===== config.mk =====
export PLATFORM = sky130hd
export DESIGN_NAME = stop_watch_ctrl
export DESIGN_NICKNAME = d
export VERILOG_FILES = /design/src/rtl/stop_watch_ctrl.sv
export SDC_FILE = /design/constraint.sdc
export NUM_CORES = 1
export LEC_CHECK = 0
export CORE_ASPECT_RATIO = 2
export CORE_MARGIN = 4
export CORE_UTILIZATION = 45
export DETAILED_ROUTE_END_ITERATION = 6
export DONT_BUFFER_PORTS = 1
export PLACE_DENSITY = 0.63
export SLEW_MARGIN = 20
export SYNTH_ARGS = -nofsm -noshare
export SYNTH_HDL_FRONTEND = slang
export SYNTH_SLANG_ARGS = --single-unit

===== constraint.sdc =====
create_clock -name clk -period 2.04 [get_ports clk]
set_input_delay 0.612 -clock clk [delete_from_list [all_inputs] [get_ports clk]]
set_output_delay 0.612 -clock clk [all_outputs]
set_load 0.01 [all_outputs]

===== src/rtl/stop_watch_ctrl.sv =====
// Stopwatch control front-end: debounces run/clear/lap buttons, sequences the
// IDLE/RUN/STOP/LAP FSM and divides the system clock down to the count pulse.
module stop_watch_ctrl #(
  parameter int unsigned CLK_FREQ     = 100_000_000,
  parameter int unsigned PLS_HZ       = 100,
  parameter int unsigned DEBOUNCE_CYC = 1_000_000
) (
  input  logic       clk,
  input  logic       rst,
  input  logic       btn_run,
  input  logic       btn_clr,
  input  logic       btn_lap,
  output logic       plso,
  output logic       clr,
  output logic       lap_hold,
  output logic       running,
  output logic [1:0] state
);

  localparam int unsigned Div  = CLK_FREQ / PLS_HZ;
  localparam int unsigned PreW = (Div > 1) ? $clog2(Div) : 1;
  localparam int unsigned DebW = (DEBOUNCE_CYC > 1) ? $clog2(DEBOUNCE_CYC) : 1;
  localparam logic [PreW-1:0] PreMax = PreW'(Div - 1);
  localparam logic [DebW-1:0] DebMax = DebW'(DEBOUNCE_CYC - 1);

  localparam int unsigned BtnRun = 0;
  localparam int unsigned BtnClr = 1;
  localparam int unsigned BtnLap = 2;

  typedef enum logic [1:0] {
    StIdle = 2'd0,
    StRun  = 2'd1,
    StStop = 2'd2,
    StLap  = 2'd3
  } state_e;

  // Button conditioning
  logic [2:0]      btn_raw;
  logic [2:0]      sync1_q, sync2_q;
  logic [2:0]      deb_lvl_q, deb_lvl_d;
  logic [2:0]      ev_q, ev_d;
  logic [DebW-1:0] deb_cnt_q [3];
  logic [DebW-1:0] deb_cnt_d [3];

  // FSM and prescaler
  state_e          state_q, state_d;
  logic [PreW-1:0] pre_q, pre_d;
  logic            plso_q, plso_d;
  logic            clr_q, clr_d;
  logic            running_q, running_d;
  logic            lap_hold_q, lap_hold_d;

  logic            run_ev, clr_ev, lap_ev;
  logic            cnt_now, cnt_next;

  assign btn_raw = {btn_lap, btn_clr, btn_run};

  // The counter only advances while the synced level disagrees with the accepted
  // level, so any glitch back to the accepted level restarts the stability window.
  always_comb begin
    for (int i = 0; i < 3; i++) begin
      deb_cnt_d[i] = deb_cnt_q[i];
      deb_lvl_d[i] = deb_lvl_q[i];
      if (sync2_q[i] == deb_lvl_q[i]) begin
        deb_cnt_d[i] = '0;
      end else if (deb_cnt_q[i] == DebMax) begin
        deb_lvl_d[i] = sync2_q[i];
        deb_cnt_d[i] = '0;
      end else begin
        deb_cnt_d[i] = deb_cnt_q[i] + 1'b1;
      end
    end
    ev_d = deb_lvl_d & ~deb_lvl_q;
  end

  // Only one event per cycle survives: run beats clear beats lap.
  assign run_ev = ev_q[BtnRun];
  assign clr_ev = ev_q[BtnClr] & ~ev_q[BtnRun];
  assign lap_ev = ev_q[BtnLap] & ~ev_q[BtnClr] & ~ev_q[BtnRun];

  always_comb begin
    state_d = state_q;
    clr_d   = 1'b0;
    unique case (state_q)
      StIdle: begin
        if (run_ev) begin
          state_d = StRun;
        end else if (clr_ev) begin
          clr_d = 1'b1;
        end
      end
      StRun: begin
        if (run_ev) begin
          state_d = StStop;
        end else if (lap_ev) begin
          state_d = StLap;
        end
      end
      StLap: begin
        if (run_ev) begin
          state_d = StStop;
        end else if (lap_ev) begin
          state_d = StRun;
        end
      end
      StStop: begin
        if (run_ev) begin
          state_d = StRun;
        end else if (clr_ev) begin
          state_d = StIdle;
          clr_d   = 1'b1;
        end
      end
      default: state_d = StIdle;
    endcase
    running_d  = (state_d == StRun) || (state_d == StLap);
    lap_hold_d = (state_d == StLap);
  end

  assign cnt_now  = (state_q == StRun) || (state_q == StLap);
  assign cnt_next = (state_d == StRun) || (state_d == StLap);

  // A wrap that coincides with stopping is deferred: hold at PreMax so the pulse
  // is issued on the first counting cycle after resume instead of being lost.
  always_comb begin
    pre_d  = pre_q;
    plso_d = 1'b0;
    if (state_d == StIdle) begin
      pre_d = '0;
    end else if (cnt_now) begin
      if (pre_q == PreMax) begin
        if (cnt_next) begin
          pre_d  = '0;
          plso_d = 1'b1;
        end
      end else begin
        pre_d = pre_q + 1'b1;
      end
    end
  end

  always_ff @(posedge clk or negedge rst) begin
    if (!rst) begin
      sync1_q    <= '0;
      sync2_q    <= '0;
      deb_lvl_q  <= '0;
      ev_q       <= '0;
      for (int i = 0; i < 3; i++) begin
        deb_cnt_q[i] <= '0;
      end
      state_q    <= StIdle;
      pre_q      <= '0;
      plso_q     <= 1'b0;
      clr_q      <= 1'b0;
      running_q  <= 1'b0;
      lap_hold_q <= 1'b0;
    end else begin
      sync1_q    <= btn_raw;
      sync2_q    <= sync1_q;
      deb_lvl_q  <= deb_lvl_d;
      ev_q       <= ev_d;
      for (int i = 0; i < 3; i++) begin
        deb_cnt_q[i] <= deb_cnt_d[i];
      end
      state_q    <= state_d;
      pre_q      <= pre_d;
      plso_q     <= plso_d;
      clr_q      <= clr_d;
      running_q  <= running_d;
      lap_hold_q <= lap_hold_d;
    end
  end

  assign plso     = plso_q;
  assign clr      = clr_q;
  assign lap_hold = lap_hold_q;
  assign running  = running_q;
  assign state    = state_q;

endmodule


# Word level (Yosys, flattened, before mapping)
# Index checks and enable logic that the tools add are counted.
[totals] word_cells=75 regBits=98 input_bits=5 output_inout_bits=6
[classes] bitwise_logic=7 eq_ne=13 reduce_logical=7 mux=31 n_addsub=4
[ops] cell="two-way mux 20 bit" n=10
[ops] cell="adder 20 x 1 -> 20 bit (second input constant)" n=4
[ops] cell="equality test 20 bit (second input constant)" n=4
[ops] cell="two-way mux 2 bit" n=7
[ops] cell="two-way mux 1 bit" n=13
[ops] cell="one-hot mux 2 bit (4 select lines)" n=1
[ops] cell="equality test 2 bit (second input constant)" n=3
[ops] cell="equality test 2 x 1 -> 1 bit (second input constant)" n=2
[ops] cell="logical NOT 2 bit" n=2
[ops] cell="AND 1 bit" n=3
[ops] cell="AND 3 bit" n=1
[ops] cell="equality test 1 bit" n=3
[ops] cell="inequality test 3 bit (second input constant)" n=1
[ops] cell="NOT 3 bit" n=1
[ops] cell="logical OR 1 bit" n=2
[ops] cell="NOT 1 bit" n=2
[ops] cell="AND reduction 2 bit" n=1
[ops] cell="nonzero test 2 bit" n=1
[ops] cell="OR reduction 2 bit" n=1

# Logic depth before layout (Yosys ltp)
# Gate-level depths: netlist of run 1.
[depth] ltp_word=12 mapped_depth=7 ltp_nobuf=6

# Worst setup path before layout of run 1
# No wires, ideal clock.
[synth_path] path_kind="register to register" startpoint="register pre_q[0]" endpoint="register pre_q[13]" arrival_ns=1.970 setup_time_ns=0.079 required_ns=1.961 path_buffers=1 synth_period_minus_slack_ns=2.049 stages_incl_launch_ff=8 slack_ns=-0.009 cell_sequence="dfrtp_1 ha_1 nand3_2 or4_4 o32ai_2 buf_4 o21ba_1 mux2i_1"
[synth_via] elab_chain_len=4 word_cells_on_any_way=7 classes_between="1 x add/sub; 2 x eq/ne; 3 x mux; 1 x reduce/logical"
[synth_lines] item="start: declaration" line_no="47" rtl="logic [PreW-1:0] pre_q, pre_d;"
[synth_lines] item="start signal: assignment" line_no="166" rtl="pre_q <= pre_d;"
[synth_lines] item="adder 20 x 1 -> 20 bit / equality test 20 bit (equally long branches)" line_no="137, 131"
[synth_lines] item="two-way mux 20 bit" line_no="131" rtl="if (pre_q == PreMax) begin"
[synth_lines] item="two-way mux 20 bit" line_no="130" rtl="end else if (cnt_now) begin"
[synth_lines] item="two-way mux 20 bit" line_no="128" rtl="if (state_d == StIdle) begin"
# Several ways; a longest one is shown, not always the timed one. The select of a mux whose other input is x is not followed.
# A chain may end at the register's enable or synchronous reset.

# Worst setup path after layout of run 1
[layout_path] startpoint="register pre_q[7]" endpoint="register pre_q[13]"
# The elaborated chain is that of the path after synthesis.

==> out/results.ini, run 1 <==
[outcome]
status=complete, but fails checks
violations=negative hold slack

[grt]
track_usage=0.169
grt_max_degree=99
grt_pass1_vias=3569
grt_overflow=0
grt_pass1_wl_mm=16.2
antenna_found_initial=0

[synth]
synth_seq_cells=98
yosysWarnings=0
async_flop_share=1.00
syn_area_sq_mm=0.00460
postSynthCellCount=460
synth_edf_count=0
synth_area_per_cell_sq_um=10.0
synth_top_area_share=0.533
syn-num-nets=469
netlist_top_cells_count=dfrtp_1 (98), nor2_1 (62), xor2_1 (44), nand2_1 (36), nand3_1 (36)
synthTopCellsByArea=dfrtp_1 (53%), xor2_1 (8.4%), nor2_1 (5.1%)
synth_flop_cell=dfrtp_1
seq_area_frac_synth=0.533
yosysTopAreaCell=dfrtp_1
yosysMostFrequentCell=dfrtp_1
synth_cell_types=45

[layout]
drive_gt1_frac=0.110
syn_to_final_growth_pct=14.7
fillers=911
antenna_cells=0
nets=494
stdcell_count=625

[timing]
holdWs_ns=-0.0418
fmax_ghz=0.495
drv_slew=0
max_slew.worst_pin.slew_ns=0.530
rsz0062_at_grt=yes
fin_tns_setup_ns=0
hold_viol_final=98
post-route-period-util=0.990
final-setup-viol-count=0
fin_skew_ns=0.00939
fin_crit_ns=2.02
relSlewSlack=0.647

[setup_path]
cp_cell_sequence=nand3b_1 -> or4_4 -> o32ai_4 -> buf_6 -> o21ba_1 -> mux2i_1
crit_type=reg2reg
cp_max_fo=6
crit_required_ns=2.30
critPathArrivalTime_ns=2.28
startpoint_type=register
critPathMaxStageDelay_ns=0.58
cpMaxStageDelayCell=or4_4
end_kind=register

[min_path]
hold_class=in2async

[place]
dp_hpwl_mm=6.41
gp_congestion=0.837
dp_cells=604
numPortBuffers=0

[floorplan]
start_util=0.456
fp.dieW_microns=79.5
die_area_sq_mm=0.0120
die_h_microns=151
coreArea_sq_mm=0.0101
ios=11
rows=52

[drt]
top_layer=met4
vias=3365
drt_iter0_drc=167
routed_via_density=5.38
avgRoutedWirePerCell_microns=14.8
wirelength_mm=9.28
dr_wl_met2_mm=5.06
ant_nets=0
first_pass_iters=4
wl_met3_microns=209
drc_errors=0
wl_met1_mm=3.69

[cts]
numCtsBuffers=9
clk_latency_ns=0.34
cts_tree=built
cts_root_buffer=clkbuf_16
clk_pin_slew_ns=0.07
numClockSinks=98
cts_buffer_depth=2
htree_levels=3

[power_and_ir_drop]
ir_drop_uv=555
power.density_mw_per_mm2=741
leakagePower_nw=2.27

[run]
drv_cap=0

[where the power goes]
part / switching, mW / internal, mW / total [mW]
registers: 0.0219 / 1.96 / 1.98
clock network: 0.730 / 1.15 / 1.88
logic: 0.0295 / 0.0202 / 0.0498
total: 0.782 / 3.13 / 3.91
[layout by cell type (no fill, tap or decap), types with 3 or more instances in the layout]
cell | netlist | layout
dfrtp_1 | 98 | 97
nor2_1 | 62 | 62
xor2_1 | 44 | 44
nand3_1 | 36 | 36
nand2_1 | 36 | 36
buf_4 | 1 | 23
xnor2_1 | 18 | 18
nand4_1 | 16 | 16
and3_1 | 14 | 14
inv_1 | 14 | 14
or3_1 | 14 | 14
nor4_1 | 13 | 13
a21oi_1 | 12 | 12
o21ai_1 | 10 | 10
clkbuf_16 | 0 | 9
nor3_1 | 6 | 6
o21ai_0 | 6 | 6
nor4b_1 | 5 | 5
and4_1 | 4 | 4
and2_1 | 4 | 4
mux2_2 | 3 | 3
nor3b_1 | 3 | 3
ha_1 | 4 | 3
buf_6 | 0 | 3
[what timing repair did]
action	4_1_cts	5_1_grt
buffers inserted	2	2
resized for setup	1	4
endpoints found under the setup margin	2	18
pin swaps	0	2
cloned	0	1
hold endpoints to repair	98	98
[logic make-up (layout without fill, tap and decap cells)]
kind of cell    after synthesis  after routing  synth area share
flops                        98             98             0.533
xor+xnor                     62             62             0.118
buf+inv                      27             57            0.0234
simple gates                222            222             0.247
fa+ha+maj                     4              4            0.0109
mux                           4              4           0.00951
compound gates               43             43            0.0590
[per-layer routing]
metal | up-vias | global-route usage
met1 | 1647 | 0.187
met5 | - | 0
met3 | 29 | 0.0333
met2 | 51 | 0.299
li1 | 1638 | -
met4 | 0 | 0.0921
[stage by stage]
step,worst slack [ns],utilization,hold WS [ns],total power [mW],instance area [sq um]
after detailed placement,-0.00137,0.484,0.319,2.07,4880
after global placement,0.0329,0.484,0.319,2.07,4880
after global routing,-0.0380,0.524,-0.0633,4.05,5280
final,0.0206,0.524,-0.0418,3.91,5280
after CTS,-0.000453,0.520,-0.0550,3.96,5250
after floorplan,0.00505,-,0.316,2.05,4610
[layout make-up]
type / instances / area [sq um] / area share
clock buffer: 11 / 253 / 0.0479
clock inverter: 5 / 85.1 / 0.0161
inverter: 14 / 52.6 / 0.00995
multi-input combinational: 335 / 2060 / 0.389
sequential: 98 / 2450 / 0.465
tap: 135 / 169 / 0.0320
timing repair buffer: 27 / 211 / 0.0400
[critical path, delay by kind of cell (launching register included)]
| family | cells | cell delay (ns) |
|---|---|---|
| DFF | 1 | 0.39 |
| and+or+nand+nor | 2 | 0.75 |
| muxes | 1 | 0.14 |
| AOI/OAI and AO/OA | 2 | 0.51 |
| buffers and inverters | 1 | 0.17 |
[registers in the layout, summed over array words and instances, names as in the netlist]
register,flops
plso,1
pre_q,20
lap_hold,1
sync1_q,3
deb_lvl_q,3
sync2_q,3
running,1
deb_cnt_q,60
ev_q,3
clr,1
state,2
[path summary, 6_finish.rpt]
check | from | endpoint | slack [ns] | cells after the start
worst min register to register | sync1_q[2]$_DFF_PN0_ | sync2_q[2]$_DFF_PN0_ | 0.35 | 0
max in group asynchronous | rst | deb_cnt_q[39]$_DFF_PN0_ | 1.92 | 0
worst max register to register | pre_q[7]$_DFFE_PN0P_ | pre_q[13]$_DFFE_PN0P_ | 0.02 | 6
min in group clk | btn_run | sync1_q[0]$_DFF_PN0_ | 0.30 | 0
worst max-delay path | pre_q[7]$_DFFE_PN0P_ | pre_q[13]$_DFFE_PN0P_ | 0.02 | 6
worst min-delay path | rst | pre_q[13]$_DFFE_PN0P_ | -0.04 | 0
No activity file was read; power rests on OpenSTA's default activity.
==> inputs of run 2 (changes only) <==
--- a/config.mk
+++ b/config.mk
@@ -9,8 +9,8 @@
 export CORE_MARGIN = 4
 export CORE_UTILIZATION = 45
 export DETAILED_ROUTE_END_ITERATION = 6
-export DONT_BUFFER_PORTS = 1
-export PLACE_DENSITY = 0.63
+export GPL_TIMING_DRIVEN = 0
+export PLACE_DENSITY = 0.62
 export SLEW_MARGIN = 20
 export SYNTH_ARGS = -nofsm -noshare
 export SYNTH_HDL_FRONTEND = slang
==> constraint.sdc (replaced) <==
create_clock -name clk -period 2 [get_ports clk]
set_input_delay 0.6 -clock clk [delete_from_list [all_inputs] [get_ports clk]]
set_output_delay 0.6 -clock clk [all_outputs]
set_load 0.01 [all_outputs]
==> run 2 against run 1 <==
  * The flow finishes with violations (negative setup slack)
  * Clock skew is 0.00073 ns lower
  * Fmax is 3.4% lower
  * Via count is 1.1% higher
  * Global-route usage is 0.60 points lower
  * Wire length is 2.1% lower
  * Core utilization is 1.0 points higher
  * Critical path depth is 2 higher
  * Hold slack better by 0.16 ns
  * Largest cell class unchanged
  * Register-to-register slack worse by 0.11 ns
  * Sequential power is 2% higher
  * Cell area is 1.9% higher
==> out/results.ini, run 2 (synthesized netlist as in run 1, its figures left out) <==
[layout]
reg.largest.list=deb_cnt_q (60), pre_q (20)
top_register=deb_cnt_q
antenna_cells=0
drive_gt1_frac=0.113
fin_util=0.534
syn_to_final_growth_pct=16.9
final_area_sq_mm=0.00538
final_cell_mix=dfrtp_1 (95), nor2_1 (61), xor2_1 (44), nand3_1 (36), nand2_1 (33)
largest_reg_flops=60
nets=499
final_common_cell=dfrtp_1

[grt]
antenna_found_initial=0
grt_overflow=0
track_usage=0.163
grt_pass1_wl_mm=15.6
grt_max_degree=73
grt_pass1_vias=3403

[outcome]
status=complete, but fails checks
violations=negative setup slack

[place]
place_ws_ns=-0.279
numPortBuffers=10
placed_area_sq_mm=0.00491
gp_congestion=0.798
dp_hpwl_mm=6.16

[setup_path]
crit_type=reg2reg
cp_max_fo=5
startpoint_type=register
critPathArrivalTime_ns=2.36
crit_required_ns=2.27
cp_cell_sequence=ha_4 -> nand3_2 -> or4_4 -> o32ai_4 -> buf_6 -> buf_4 -> a21oi_1 -> o21ai_1
cpMaxStageDelayCell=or4_4
critPathMaxStageDelay_ns=0.58
end_kind=register

[timing]
holdWs_ns=0.116
final-setup-viol-count=14
fmax_ghz=0.478
setup_ws_ns=-0.0906
fin_crit_ns=2.09
hold_viol_final=0
max_slew.worst_pin.slew_ns=0.663
post-route-period-util=1.05
fin_skew_ns=0.00867
rsz0062_at_grt=yes
relSlewSlack=0.554
drv_slew=0

[floorplan]
die_area_sq_mm=0.0120
fp.dieW_microns=79.5
die_h_microns=151
start_util=0.456
coreArea_sq_mm=0.0101
rows=52
ios=11

[drt]
routed_via_density=5.40
drt_iter0_drc=170
wirelength_mm=9.08
vias=3402
first_pass_iters=7
avgRoutedWirePerCell_microns=14.4
ant_nets=0
drc_errors=0

[cts]
cts_root_buffer=clkbuf_16
numClockSinks=98
clk_latency_ns=0.34
htree_levels=3
cts_tree=built
numCtsBuffers=9
clk_pin_slew_ns=0.07
cts_buffer_depth=2

[power_and_ir_drop]
leakagePower_nw=2.29
power.density_mw_per_mm2=712
ir_drop_uv=479

[run]
drv_cap=0

[min_path]
hold_class=in2async

## run 2: changes by cell type in the layout (fill, tap and decap cells not counted), moves of 4 or more
cell             delta
buf_4              -16
o21ai_0             -4
clkdlybuf4s50_1     +8
o21ai_1             +4
clkbuf_1            +6
## run 2: worst paths after layout
check	startpoint	to	slack, ns	depth (start not counted)
max	pre_q[1]$_DFFE_PN0P_	pre_q[7]$_DFFE_PN0P_	-0.09	8
min	rst	pre_q[14]$_DFFE_PN0P_	0.12	1
max reg2reg	pre_q[1]$_DFFE_PN0P_	pre_q[7]$_DFFE_PN0P_	-0.09	8
min reg2reg	sync1_q[1]$_DFF_PN0_	sync2_q[1]$_DFF_PN0_	0.35	0
max in group asynchronous	rst	pre_q[1]$_DFFE_PN0P_	1.26	2
min in group clk	sync1_q[1]$_DFF_PN0_	sync2_q[1]$_DFF_PN0_	0.35	0
## run 2: layer usage
layer | wire length (microns) | vias to the layer above | global-route usage
li1 | - | 1660 | -
met3 | 257 | 14 | 0.0357
met1 | 3740 | 1684 | 0.188
met2 | 4910 | 44 | 0.290
met4 | 181 | 0 | 0.0637
met5 | 0 | - | 0
## run 2: what timing repair did
item                       CTS  global route
buffers inserted             4             3
gates cloned                 1             0
pin swaps                    6             3
resized for setup           21            16
setup endpoints to repair   50            51
hold buffers                 0             0
## run 2: power breakdown
group	internal, mW	switching, mW	leakage, nW	total (mW)
Sequential	2.00	0.0227	1.34	2.02
Combinational	0.0333	0.0698	0.800	0.103
Clock	0.967	0.739	0.145	1.71
## run 2: metrics by stage
stage | total power [mW] | setup TNS [ns] | cells
2_1_floorplan | 2.09 | 0 | 460
3_3_place_gp | 2.16 | -336.62 | 605
3_5_place_dp | 2.17 | -7.48 | 606
4_1_cts | 3.89 | -0.364 | 627
5_1_grt | 3.99 | -1.98 | 630
6_report | 3.83 | -0.601 | 630
## run 2: critical path: cells and delay by family, from the launching register on
kind            cells  cell delay (ns)
simple gates        2             0.66
compound gates      3             0.53
flops               1             0.40
buf+inv             2             0.29
fa+ha+maj           1             0.15
## run 2: layout make-up
cell class	instances	area [sq um]
multi-input combinational	335	2140
clock inverter	7	70.1
buffer	13	81.3
timing repair buffer	19	189
inverter	14	52.6
clock buffer	9	225
fill	905	4700
tap	135	169
sequential	98	2460
